`src/rtl/jesd204_tpl_pkg.sv`:
```
// Shared constants for the JESD204 transport layer: frame geometry helper,
// PN9/PN23 definitions and the PN monitor state encoding.
package jesd204_tpl_pkg;

    localparam int OCTETS_PER_BEAT = 4;

    localparam int PN9_WIDTH  = 9;
    localparam int PN9_TAP    = 5;
    localparam int PN23_WIDTH = 23;
    localparam int PN23_TAP   = 18;

    localparam int PN_THRESH = 16;
    localparam int PN_CNT_W  = 5;

    typedef enum logic {
        PN_OOS  = 1'b0,
        PN_SYNC = 1'b1
    } pn_state_t;

    // Octets per frame F for L lanes and M 16-bit converters.
    function automatic int frame_octets(input int lanes, input int channels);
        return 2 * channels / lanes;
    endfunction

endpackage

```
`src/rtl/jesd204_tpl_adc_pnmon.sv`:
```
// Self-synchronising PN9/PN23 monitor for one channel; the beat is a bit stream,
// sample 0 MSB first. Lock/loss after PN_THRESH consecutive matching/mismatching beats.
module jesd204_tpl_adc_pnmon
    import jesd204_tpl_pkg::*;
#(
    parameter int DATA_PATH_WIDTH = 4
) (
    input  logic                          clk,
    input  logic                          rst,
    input  logic                          valid,
    input  logic                          sel,
    input  logic [DATA_PATH_WIDTH*16-1:0] data,
    output logic                          oos,
    output logic                          err
);

    localparam int BEAT_BITS = DATA_PATH_WIDTH * 16;
    localparam int HW        = PN23_WIDTH;

    pn_state_t               state;
    logic [PN_CNT_W-1:0]     match_cnt;
    logic [PN_CNT_W-1:0]     miss_cnt;
    logic [HW-1:0]           hist;
    logic                    sel_d;
    logic [BEAT_BITS-1:0]    rx;
    logic [BEAT_BITS-1:0]    pred;
    logic [BEAT_BITS+HW-1:0] ext;
    logic                    match;

    // ext[HW+n] is stream bit n of this beat; ext[HW-1-d] is d bits before it.
    always_comb begin
        rx = '0;
        for (int i = 0; i < BEAT_BITS; i++) begin
            rx[i] = data[(i / 16) * 16 + 15 - (i % 16)];
        end
        ext  = {rx, hist};
        pred = '0;
        for (int n = 0; n < BEAT_BITS; n++) begin
            pred[n] = sel ? (ext[n + HW - PN23_WIDTH] ^ ext[n + HW - PN23_TAP])
                          : (ext[n + HW - PN9_WIDTH]  ^ ext[n + HW - PN9_TAP]);
        end
        match = (pred == rx) && (|rx);
    end

    assign oos = (state == PN_OOS);

    always_ff @(posedge clk or posedge rst) begin
        if (rst) begin
            state     <= PN_OOS;
            match_cnt <= '0;
            miss_cnt  <= '0;
            hist      <= '0;
            sel_d     <= 1'b0;
            err       <= 1'b0;
        end else begin
            sel_d <= sel;
            err   <= 1'b0;
            if (valid) begin
                hist <= rx[BEAT_BITS-1 -: HW];
            end
            if (sel != sel_d) begin
                state     <= PN_OOS;
                match_cnt <= '0;
                miss_cnt  <= '0;
            end else if (valid) begin
                if (match) begin
                    miss_cnt <= '0;
                    if (state == PN_OOS) begin
                        if (match_cnt == PN_CNT_W'(PN_THRESH - 1)) begin
                            state     <= PN_SYNC;
                            match_cnt <= '0;
                        end else begin
                            match_cnt <= match_cnt + 1'b1;
                        end
                    end
                end else begin
                    match_cnt <= '0;
                    if (state == PN_SYNC) begin
                        err <= 1'b1;
                        if (miss_cnt == PN_CNT_W'(PN_THRESH - 1)) begin
                            state    <= PN_OOS;
                            miss_cnt <= '0;
                        end else begin
                            miss_cnt <= miss_cnt + 1'b1;
                        end
                    end
                end
            end
        end
    end

endmodule

```
`src/rtl/jesd204_tpl_adc_deframer.sv`:
```
// JESD204 RX transport layer: lane beats -> per-channel samples, data formatting,
// optional per-channel PN monitor built only when JESD204_TPL_ADC_PNMON_EN is defined.
module jesd204_tpl_adc_deframer
    import jesd204_tpl_pkg::*;
#(
    parameter int NUM_LANES            = 4,
    parameter int NUM_CHANNELS         = 2,
    parameter int CONVERTER_RESOLUTION = 14,
    parameter int DATA_PATH_WIDTH      = 4
) (
    input  logic                                    clk,
    input  logic                                    reset,
    input  logic                                    link_valid,
    input  logic [NUM_LANES*32-1:0]                 link_data,
    input  logic [NUM_CHANNELS-1:0]                 enable,
    output logic [NUM_CHANNELS-1:0]                 adc_valid,
    output logic [NUM_CHANNELS*DATA_PATH_WIDTH*16-1:0] adc_data,
    input  logic [NUM_CHANNELS-1:0]                 adc_dfmt_enable,
    input  logic [NUM_CHANNELS-1:0]                 adc_dfmt_type,
    input  logic [NUM_CHANNELS-1:0]                 adc_dfmt_se,
    input  logic [NUM_CHANNELS-1:0]                 adc_pn_sel,
    output logic [NUM_CHANNELS-1:0]                 adc_pn_oos,
    output logic [NUM_CHANNELS-1:0]                 adc_pn_err
);

    localparam int F  = frame_octets(NUM_LANES, NUM_CHANNELS);
    localparam int DW = DATA_PATH_WIDTH;
    localparam int SW = DW * 16;

    if (DW * F != OCTETS_PER_BEAT || DW < 2) begin : g_bad_cfg
        $error("DATA_PATH_WIDTH inconsistent with lane/channel geometry");
    end

    logic [NUM_CHANNELS*SW-1:0] deframed;
    logic [NUM_CHANNELS*SW-1:0] s1_data;
    logic [NUM_CHANNELS*SW-1:0] fmt_data;
    logic                       s1_valid;

    // Octet j of the frame stream (ch MSB, ch LSB, ...) sits on lane j/F at frame slot j%F.
    for (genvar c = 0; c < NUM_CHANNELS; c++) begin : g_ch
        for (genvar k = 0; k < DW; k++) begin : g_smp
            for (genvar b = 0; b < 2; b++) begin : g_oct
                localparam int J    = 2 * c + b;
                localparam int LANE = J / F;
                localparam int OCT  = k * F + J % F;
                assign deframed[(c*DW+k)*16 + (1-b)*8 +: 8] = link_data[LANE*32 + OCT*8 +: 8];
            end
        end
    end

    function automatic logic [15:0] dfmt(input logic [15:0] raw, input logic typ, input logic se);
        logic [15:0] r;
        logic        msb;
        r   = raw >> (16 - CONVERTER_RESOLUTION);
        msb = r[CONVERTER_RESOLUTION-1] ^ typ;
        r[CONVERTER_RESOLUTION-1] = msb;
        for (int i = CONVERTER_RESOLUTION; i < 16; i++) begin
            r[i] = se & msb;
        end
        return r;
    endfunction

    always_comb begin
        fmt_data = '0;
        for (int c = 0; c < NUM_CHANNELS; c++) begin
            for (int k = 0; k < DW; k++) begin
                fmt_data[(c*DW+k)*16 +: 16] = adc_dfmt_enable[c]
                    ? dfmt(s1_data[(c*DW+k)*16 +: 16], adc_dfmt_type[c], adc_dfmt_se[c])
                    : s1_data[(c*DW+k)*16 +: 16];
            end
        end
    end

    always_ff @(posedge clk or posedge reset) begin
        if (reset) begin
            s1_valid  <= 1'b0;
            s1_data   <= '0;
            adc_valid <= '0;
            adc_data  <= '0;
        end else begin
            s1_valid  <= link_valid;
            if (link_valid) begin
                s1_data <= deframed;
            end
            adc_valid <= {NUM_CHANNELS{s1_valid}} & enable;
            if (s1_valid) begin
                adc_data <= fmt_data;
            end
        end
    end

`ifdef JESD204_TPL_ADC_PNMON_EN
    for (genvar c = 0; c < NUM_CHANNELS; c++) begin : g_pnmon
        jesd204_tpl_adc_pnmon #(
            .DATA_PATH_WIDTH(DW)
        ) u_pnmon (
            .clk   (clk),
            .rst   (reset),
            .valid (s1_valid),
            .sel   (adc_pn_sel[c]),
            .data  (s1_data[c*SW +: SW]),
            .oos   (adc_pn_oos[c]),
            .err   (adc_pn_err[c])
        );
    end
`else
    logic pn_sel_unused;
    assign pn_sel_unused = ^adc_pn_sel;
    assign adc_pn_oos    = '1;
    assign adc_pn_err    = '0;
`endif

endmodule

```
`config.mk`:
```
export PLATFORM = sky130hd
export DESIGN_NAME = jesd204_tpl_adc_deframer
export DESIGN_NICKNAME = d
export VERILOG_FILES = /design/src/rtl/jesd204_tpl_pkg.sv /design/src/rtl/jesd204_tpl_adc_pnmon.sv /design/src/rtl/jesd204_tpl_adc_deframer.sv
export SDC_FILE = /design/constraint.sdc
export NUM_CORES = 1
export LEC_CHECK = 0
export ABC_AREA = 1
export BUFFER_PORTS_ARGS = -buffer_cell sky130_fd_sc_hd__buf_2
export CAP_MARGIN = 10
export CELL_PAD_IN_SITES_DETAIL_PLACEMENT = 2
export CELL_PAD_IN_SITES_GLOBAL_PLACEMENT = 2
export CORE_UTILIZATION = 35
export DETAILED_ROUTE_END_ITERATION = 10
export GPL_ROUTABILITY_DRIVEN = 0
export PLACE_DENSITY_LB_ADDON = 0.1
export REMOVE_ABC_BUFFERS = 1
export SETUP_SLACK_MARGIN = 0.5
export SLEW_MARGIN = 20
export SYNTH_ARGS = -nofsm -noshare
export SYNTH_HDL_FRONTEND = slang
export SYNTH_SLANG_ARGS = --single-unit
export TNS_END_PERCENT = 30
```
`constraint.sdc`:
```
create_clock -name clk -period 25.3 [get_ports clk]
set_input_delay 3.795 -clock clk [delete_from_list [all_inputs] [get_ports clk]]
set_output_delay 3.795 -clock clk [all_outputs]
set_load 0.005 [all_outputs]
```
==> results.md, run 1 <==
- The initial antenna violation count is 12.
- The worst endpoint required time is 25,840 ps.
- The count of state elements after synthesis is 259.
- In this run the most critical hold path is launched from adc_data[59].
- The maximum count of clock buffers along a single path is 3.
- The first detailed-routing pass ran for 4 iterations.
- The detail-routed net length per standard cell is 19.38 um.
- Summed over all layers, the global routing overflow is 0.
- In the global route stage, met2 resource usage came out at a little over a third.
- After synthesis, flip-flops and latches occupy about three fifths of the total area.
- The actual slew at the worst max-slew pin is between 1000 and 1500 ps.
- The met3 capacity usage during global routing is 6.748%.
- The post-route cell area is approximately 13,000 um^2.
- The proportion of layout cells with a drive suffix above 1 is 35.83%.
- The vertical die dimension is 177.7 um.
- The hold violation count in the final report was 0.
- The maximum resistive drop on vdd is 0.05047 mV.
- TritonCTS built the clock tree.
- The number of cell rows is 63.
- Measured in cells, the most critical reg-to-reg path has a length of 4.
- The total of cells resized after clock tree synthesis is 0.
- The H-tree level count is 1.
- The finished layout holds 1,669 standard cells, fillers aside.
- The count of pins over their slew limit is 0.
- The residual antenna-violating net count after detailed routing is 0.
- In this run, post-CTS hold repair placed 0 buffers.
- The die is roughly 180 um wide.
- In this run the critical register-to-register path is launched from s1_valid.
- The met1 usage is 25.44%.
- The capture endpoint of the worst hold path is adc_data[59].
- The overall global routing resource usage is around a fifth.
- The die area is roughly 32,000 um^2.
- The category of the critical setup timing path is primary input to async pin.
- Summed over all cells, the static leakage comes to approximately 6.2 nW.
- Port buffering added 268 buffers.
- The peak clock frequency supported by timing is 0.1714 GHz.
- The register-to-register setup slack is 22,700 ps.
- Including well taps, the total number of placed cells is between 1,500 and 2,000.
- The area growth from synthesis to layout is 23.67%.
- The count of buffers added by post-CTS timing repair for setup is 0.
- The later-pin clock latency in the skew report is 540 ps.
- The tree built by TritonCTS fans out to 259 sinks.
- STA classifies the critical path endpoint as an async pin.
- Data arrives at the worst endpoint at 6370 ps.
- The kind of start point of the critical path is a primary input.
- After synthesis, the netlist uses 17 different library cells.
- Setup repair after global routing left no endpoint under its margin.
- The final setup violation count is 0.
- For this run, the post-layout net count is 1,387.
- The post-detailed-placement half-perimeter wirelength is around 20,000 um.
- Using the TritonRoute via totals, the vias-per-cell ratio works out to around 5.
- The filler cells instantiated in the layout total 3,253.
- The end of the worst register-to-register path is adc_data[24].
- Along the worst hold path, the cell count comes to 2.
- The via count of the first global-routing pass is 9,209.
- After floorplanning, the core was sized to cover 30,030 um^2.
- The final critical delay including setup and external delays is just under 6000 ps.
- The first global-routing pass estimated 51,190 um of wire.
- The detailed router placed 8,459 vias in this run.
- The cell area power density is 80.26 nW/um^2.
- The run finished with clean final reports.
- The normalized max-slew margin is 32.07%.
- The highest fanout seen on the critical path is about 130.
- Once the floorplan was initialized, standard cells occupied 35.96% of the core.
- The placed instances occupy a cell area of 12,290 um^2.
- Counting the buffers created by CTS gives 30.
- The synthesized area per cell is 10.71 um^2.
- The classification of the worst-slack hold path is flop to flop.
- The setup TNS is 0 ps.
- The cell area that synthesis handed to floorplanning was between 10,000 and 15,000 um^2.
- The clock-pin transition on the worst setup and hold timing paths is approximately 60 ps.
- The I/O pin count is around 280.
- met2 is the most crowded layer.
- The CTS root buffer is clkbuf_16.
- The largest net degree at the start of global routing is 133.
- The number of DRC markers in iteration 0 is 299.
- The number of instances in the synthesized netlist is ~1,000.
- Yosys printed 0 warnings.
- The clock arrives with between 7 and 8 ps of skew.
- The share of the cycle needed by the critical path after routing is a little under a quarter.
- The total detailed-routing wirelength is 32,340 um.
- After detailed routing, the number of remaining DRC violations is 0.
- Across the run, the number of max-cap violations was 0.
- The total power is 1.072 mW.
[worst max path at each step]
stage	start	end	slack (ps)	cells past startpoint
finish	reset	adc_data[115]	19460	4
global route	reset	adc_data[50]	19050	4
CTS	reset	adc_data[95]	19290	4
detailed placement	reset	s1_data[112]	18710	4
global placement	reset	adc_data[50]	18660	4
floorplan	reset	adc_data[0]	14380	1
[cells in the final DEF (no fill, tap or decap), drive strengths merged]
cell type  instances
nor2             128
o21ai            216
clkbuf            44
buf              277
conb               4
bufinv             2
nand3              8
inv               16
nand2            130
mux2             120
a21oi             48
clkinv             8
nand4              8
dfrtp            259
clkinvlp           2
diode              9
[routing by layer]
layer  wire [um]  vias to the layer above
met5          64                        -
met1       13510                     4326
li1            -                     3881
met4         440                        8
met3        2443                       39
met2       15890                      205
[cells in the mapped netlist]
library cell	instances	share of area (%)
o21ai_0	177	8.2
inv_2	2	0.070
inv_1	14	0.49
o21ai_1	39	1.8
nand4_1	8	0.46
nand3_1	8	0.37
buf_6	11	1.1
mux2_4	24	3.3
clkbuf_1	13	0.45
conb_1	2	0.070
buf_4	5	0.35
buf_2	44	2.0
dfrtp_1	259	60
nor2_1	128	4.4
mux2_2	96	10
nand2_1	130	4.5
a21oi_1	48	2.2
[critical path, cell delays in order]
cell	delay [ps]
buf_2	130
inv_8	590
buf_4	820
buf_4	820
[cell families (layout without fill, tap and decap cells)]
kind of cell    after synthesis  in the layout  synth area share [%]
compound gates              264            264                 12.23
buf+inv                      89            349                 4.541
flops                       259            259                 60.01
mux                         120            120                 13.35
other cells                   2             13               0.06953
simple gates                274            274                 9.801
[stage by stage]
step	worst slack [ps]	hold WS [ps]	util [%]
2_1_floorplan	14380	475.1	-
3_3_place_gp	18660	460.6	40.94
3_5_place_dp	18710	469.7	40.94
4_1_cts	19290	484.7	44.40
5_1_grt	19050	510.5	44.42
6_report	19460	479.5	44.47
[flip-flops by register name, indices dropped and copies added (netlist names)]
name	flops
adc_data	128
s1_valid	1
adc_valid	2
s1_data	128
[where the power goes]
part           internal (mW)  switching, mW
logic                 0.0626         0.0722
clock network          0.272          0.174
registers              0.461         0.0304
total                  0.796          0.276
[layout make-up]
cell class / instances / area, um^2 / share of cell area, %
Clock buffer: 44 / 924.6 / 6.923
Tap cell: 390 / 488.0 / 3.653
Antenna cell: 9 / 22.52 / 0.1686
Timing Repair Buffer: 277 / 1415 / 10.59
Multi-Input combinational cell: 662 / 3836 / 28.72
Sequential cell: 259 / 6485 / 48.55
Inverter: 16 / 70.07 / 0.5246
Clock inverter: 12 / 115.1 / 0.8618
Power figures use the tool's default switching activity.
==> run 2, diff against run 1 <==
- CORE_UTILIZATION: 35 -> 33
- clock period: 25.3 -> 5.81 ns (I/O delays scaled with it)
==> results.md, run 2 (synthesis gave the netlist of run 1 again) <==
- The first detailed-routing pass took 4 iterations.
- The critical path contains buffers and inverters numbering 2 combined.
- In the post-route analysis, the smallest setup slack over all paths is roughly 3400 ps.
- The kind of start point of the critical path is a flop.
- The final-stage net count is 1,389.
- Setup repair after global routing left no endpoint under its margin.
- The combinational fraction of design power is 12.7%.
- Summing all flip-flop and latch instances after layout gives about 6500 um^2.
- Across the run, the number of max-cap violations was 0.
- For the worst setup path, the data arrival time is 2840 ps.
- The detailed router placed 8,423 vias in this run.
- The logic depth of the worst register-to-register path is 4.
- 275 I/O pins were placed.
- Among the stages of the critical path, the cell type that occurs most often is a21oi_1.
- The highest layer used for signal routing is met5.
- Of the cells placed in the final design, the portion with a size suffix greater than 1 is 35.25%.
- The later-pin clock latency in the skew report is about 550 ps.
- The final setup violation count is 0.
- The min-delay analysis places its worst path in the category primary input to async pin.
- TritonCTS built the clock tree.
- The cell area after placement is 12,370 um^2.
- The die is 182.9 um wide.
- The CTS root buffer is clkbuf_16.
- After layout, the minimum clock period comes to 2376 ps.
- CTS built an H-tree with a depth of 1.
- Cells fill 41.96% of the core in the end.
- Once detailed placement completed, the half-perimeter wirelength came to 20,190 um.
- The minimum setup slack after placement is 2927 ps.
- Clock tree synthesis found a total of approximately 260 sinks.
- The run finished with clean final reports.
- The highest fanout seen on the critical path is 88.
- The most common cell after layout, fill and taps aside is buf_2.
- The worst setup path is captured at a flop.
- The actual slew at the worst max-slew pin is 1024 ps.
- The switching part of the total power is 26.20%.
- The clock network is responsible for about two fifths of the overall power.
- The area added between synthesis and finish is 23.86%.
- Hold repair after CTS inserted 0 buffers.
- In the final routed layout, each cell accounts on average for 19.00 um.
- Gates resized during post-CTS repair numbered 0.
- In this run the deepest clock path goes through 3 buffers.
- Across the routed clock network, the largest skew measured is approximately 13 ps.
- For this run, the total global-route usage over all layers was measured as between 10% and 20%.
- The residual antenna-violating net count after detailed routing is 0.
- Clock-pin slew was measured on the worst setup and hold paths at around 60 ps.
- Buffers placed on the I/O ports in this run total 268.
- Entering global routing, the biggest net connects about 120 pins.
- The delay of the slowest cell on the worst path is 730 ps.
- The count of buffers added by post-CTS timing repair for setup is 0.
- Summed over all layers, the global routing overflow is 0.
- The via count of the first global-routing pass is about 9,000.
- Power spread over the standard cell area amounts to 345.7 nW/um^2.
- The worst register-to-register path begins at s1_valid.
- The end of the worst register-to-register path is adc_data[110].
- The total detailed-routing wirelength is between 30,000 and 40,000 um.
- The category of cells accounting for the largest share of critical-path delay is buffers and inverters.
- The initial antenna violation count is 12.
- The count of unresolved DRC violations after routing is 0.
- The count of pins over their slew limit is 0.
- The critical path goes through inv_6, buf_4, a21oi_1, a21oi_1.
- Derived from the worst setup path, the maximum achievable clock frequency is 0.4209 GHz.
- The worst-case IR drop observed on VDD is between 0.2 and 0.25 mV.
- The number of standard cells in the layout, taps in and fillers out is 1,714.
- The internal power is roughly 3.4 mW.
- The met3 wire length is approximately 2400 um.
- The routed via count divided by cell count is 4.914.
- In the final layout, the registers with the most flip-flops are adc_data (128), s1_data (128), adc_valid (2).
- The vertical die dimension is roughly 180 um.
- The post-route cell area is 13,380 um^2.
- The worst-case hold slack is 376.9 ps.
- Headroom to the max-slew limit came out at 31.64%.
- The die area is about 33,000 um^2.
- Summed over all nets, the switching power comes to 1.212 mW.
- The filler cells instantiated in the layout total 3,469.
- The number of clock buffers added by TritonCTS is 31.
- The initial standard-cell utilization of the core is 33.88%.
- In this run, flip-flops and latches consume a little under half of the power.
- The analysis attributes to cell leakage a power of 6.225 nW.
- The share of the cycle needed by the critical path after routing is between 40% and 50%.
- After detailed placement, the design holds a cell count of 1,650.
- The worst endpoint required time is between 6000 and 7000 ps.
- The top cell types in the final layout, fill and taps aside, are buf_2, dfrtp_1, o21ai_0.
- The floorplan has between 60 and 70 rows.
- The category of the critical setup timing path is flop to flop.
- The combined area of the multi-input logic cells is 3836 um^2.
- The global-route wire length before repair is 51,570 um.
- The register-to-register setup slack is about 3400 ps.
- Summed over all nets, wire length on met2 after detailed routing comes to 15,440 um.
- In the final routing, the length of wire on met1 measures 14,070 um.
- The slowest library cell on the worst path is dfrtp_4.
- The number of DRC markers in iteration 0 is 201.
- The hold violation count in the final report is 0.
- The area of the core is 31,880 um^2.
[run 2: cell types whose count changed in the layout (fill, tap and decap cells not counted)]
| cell | delta |
|---|---|
| diode_2 | -1 |
| inv_4 | -1 |
| clkbuf_8 | -5 |
| inv_6 | +2 |
| clkinvlp_4 | -2 |
| buf_12 | +1 |
| clkbuf_1 | +8 |
| clkinv_2 | -2 |
[run 2: worst max path at each step]
stage	start	to	cells after the start
finish	s1_valid	adc_data[110]	4
global route	s1_valid	adc_data[110]	4
CTS	s1_valid	adc_data[110]	4
detailed placement	adc_dfmt_enable[0]	adc_data[14]	6
global placement	adc_dfmt_enable[0]	adc_data[31]	6
floorplan	reset	adc_data[0]	1
[run 2: power groups by stage]
stage / logic (mW) / clock network [mW] / registers [mW]
detailed placement: 0.605 / 0 / 2.17
global route: 0.666 / 2.02 / 2.17
CTS: 0.609 / 1.95 / 2.14
finish: 0.589 / 1.90 / 2.14
global placement: 0.588 / 0 / 2.16
floorplan: 0.282 / 0 / 2.16
[run 2: layout make-up]
type	count	area share, %
flip-flops and latches	259	48.48
multi-input cells	662	28.68
well taps	435	4.068
repair buffers	278	10.73
clock buffers	47	6.622
diodes	8	0.1496
inverters	16	0.5425
clock inverters	9	0.7389
[run 2: layer usage]
metal | global-route usage [%] | up-vias
met5 | 0.1481 | -
met4 | 4.000 | 10
met3 | 6.374 | 48
met2 | 33.44 | 200
met1 | 24.25 | 4274
li1 | - | 3891
[run 2: worst reg2reg max path, stage by stage (launching register included)]
cell,delay (ps)
dfrtp_4,730
inv_6,660
buf_4,560
a21oi_1,120
a21oi_1,210
[run 2: stage by stage]
stage | setup TNS [ps] | total power [mW]
floorplan | -566770 | 2.441
global placement | 0 | 2.748
detailed placement | 0 | 2.775
CTS | 0 | 4.704
global route | 0 | 4.852
finish | 0 | 4.625
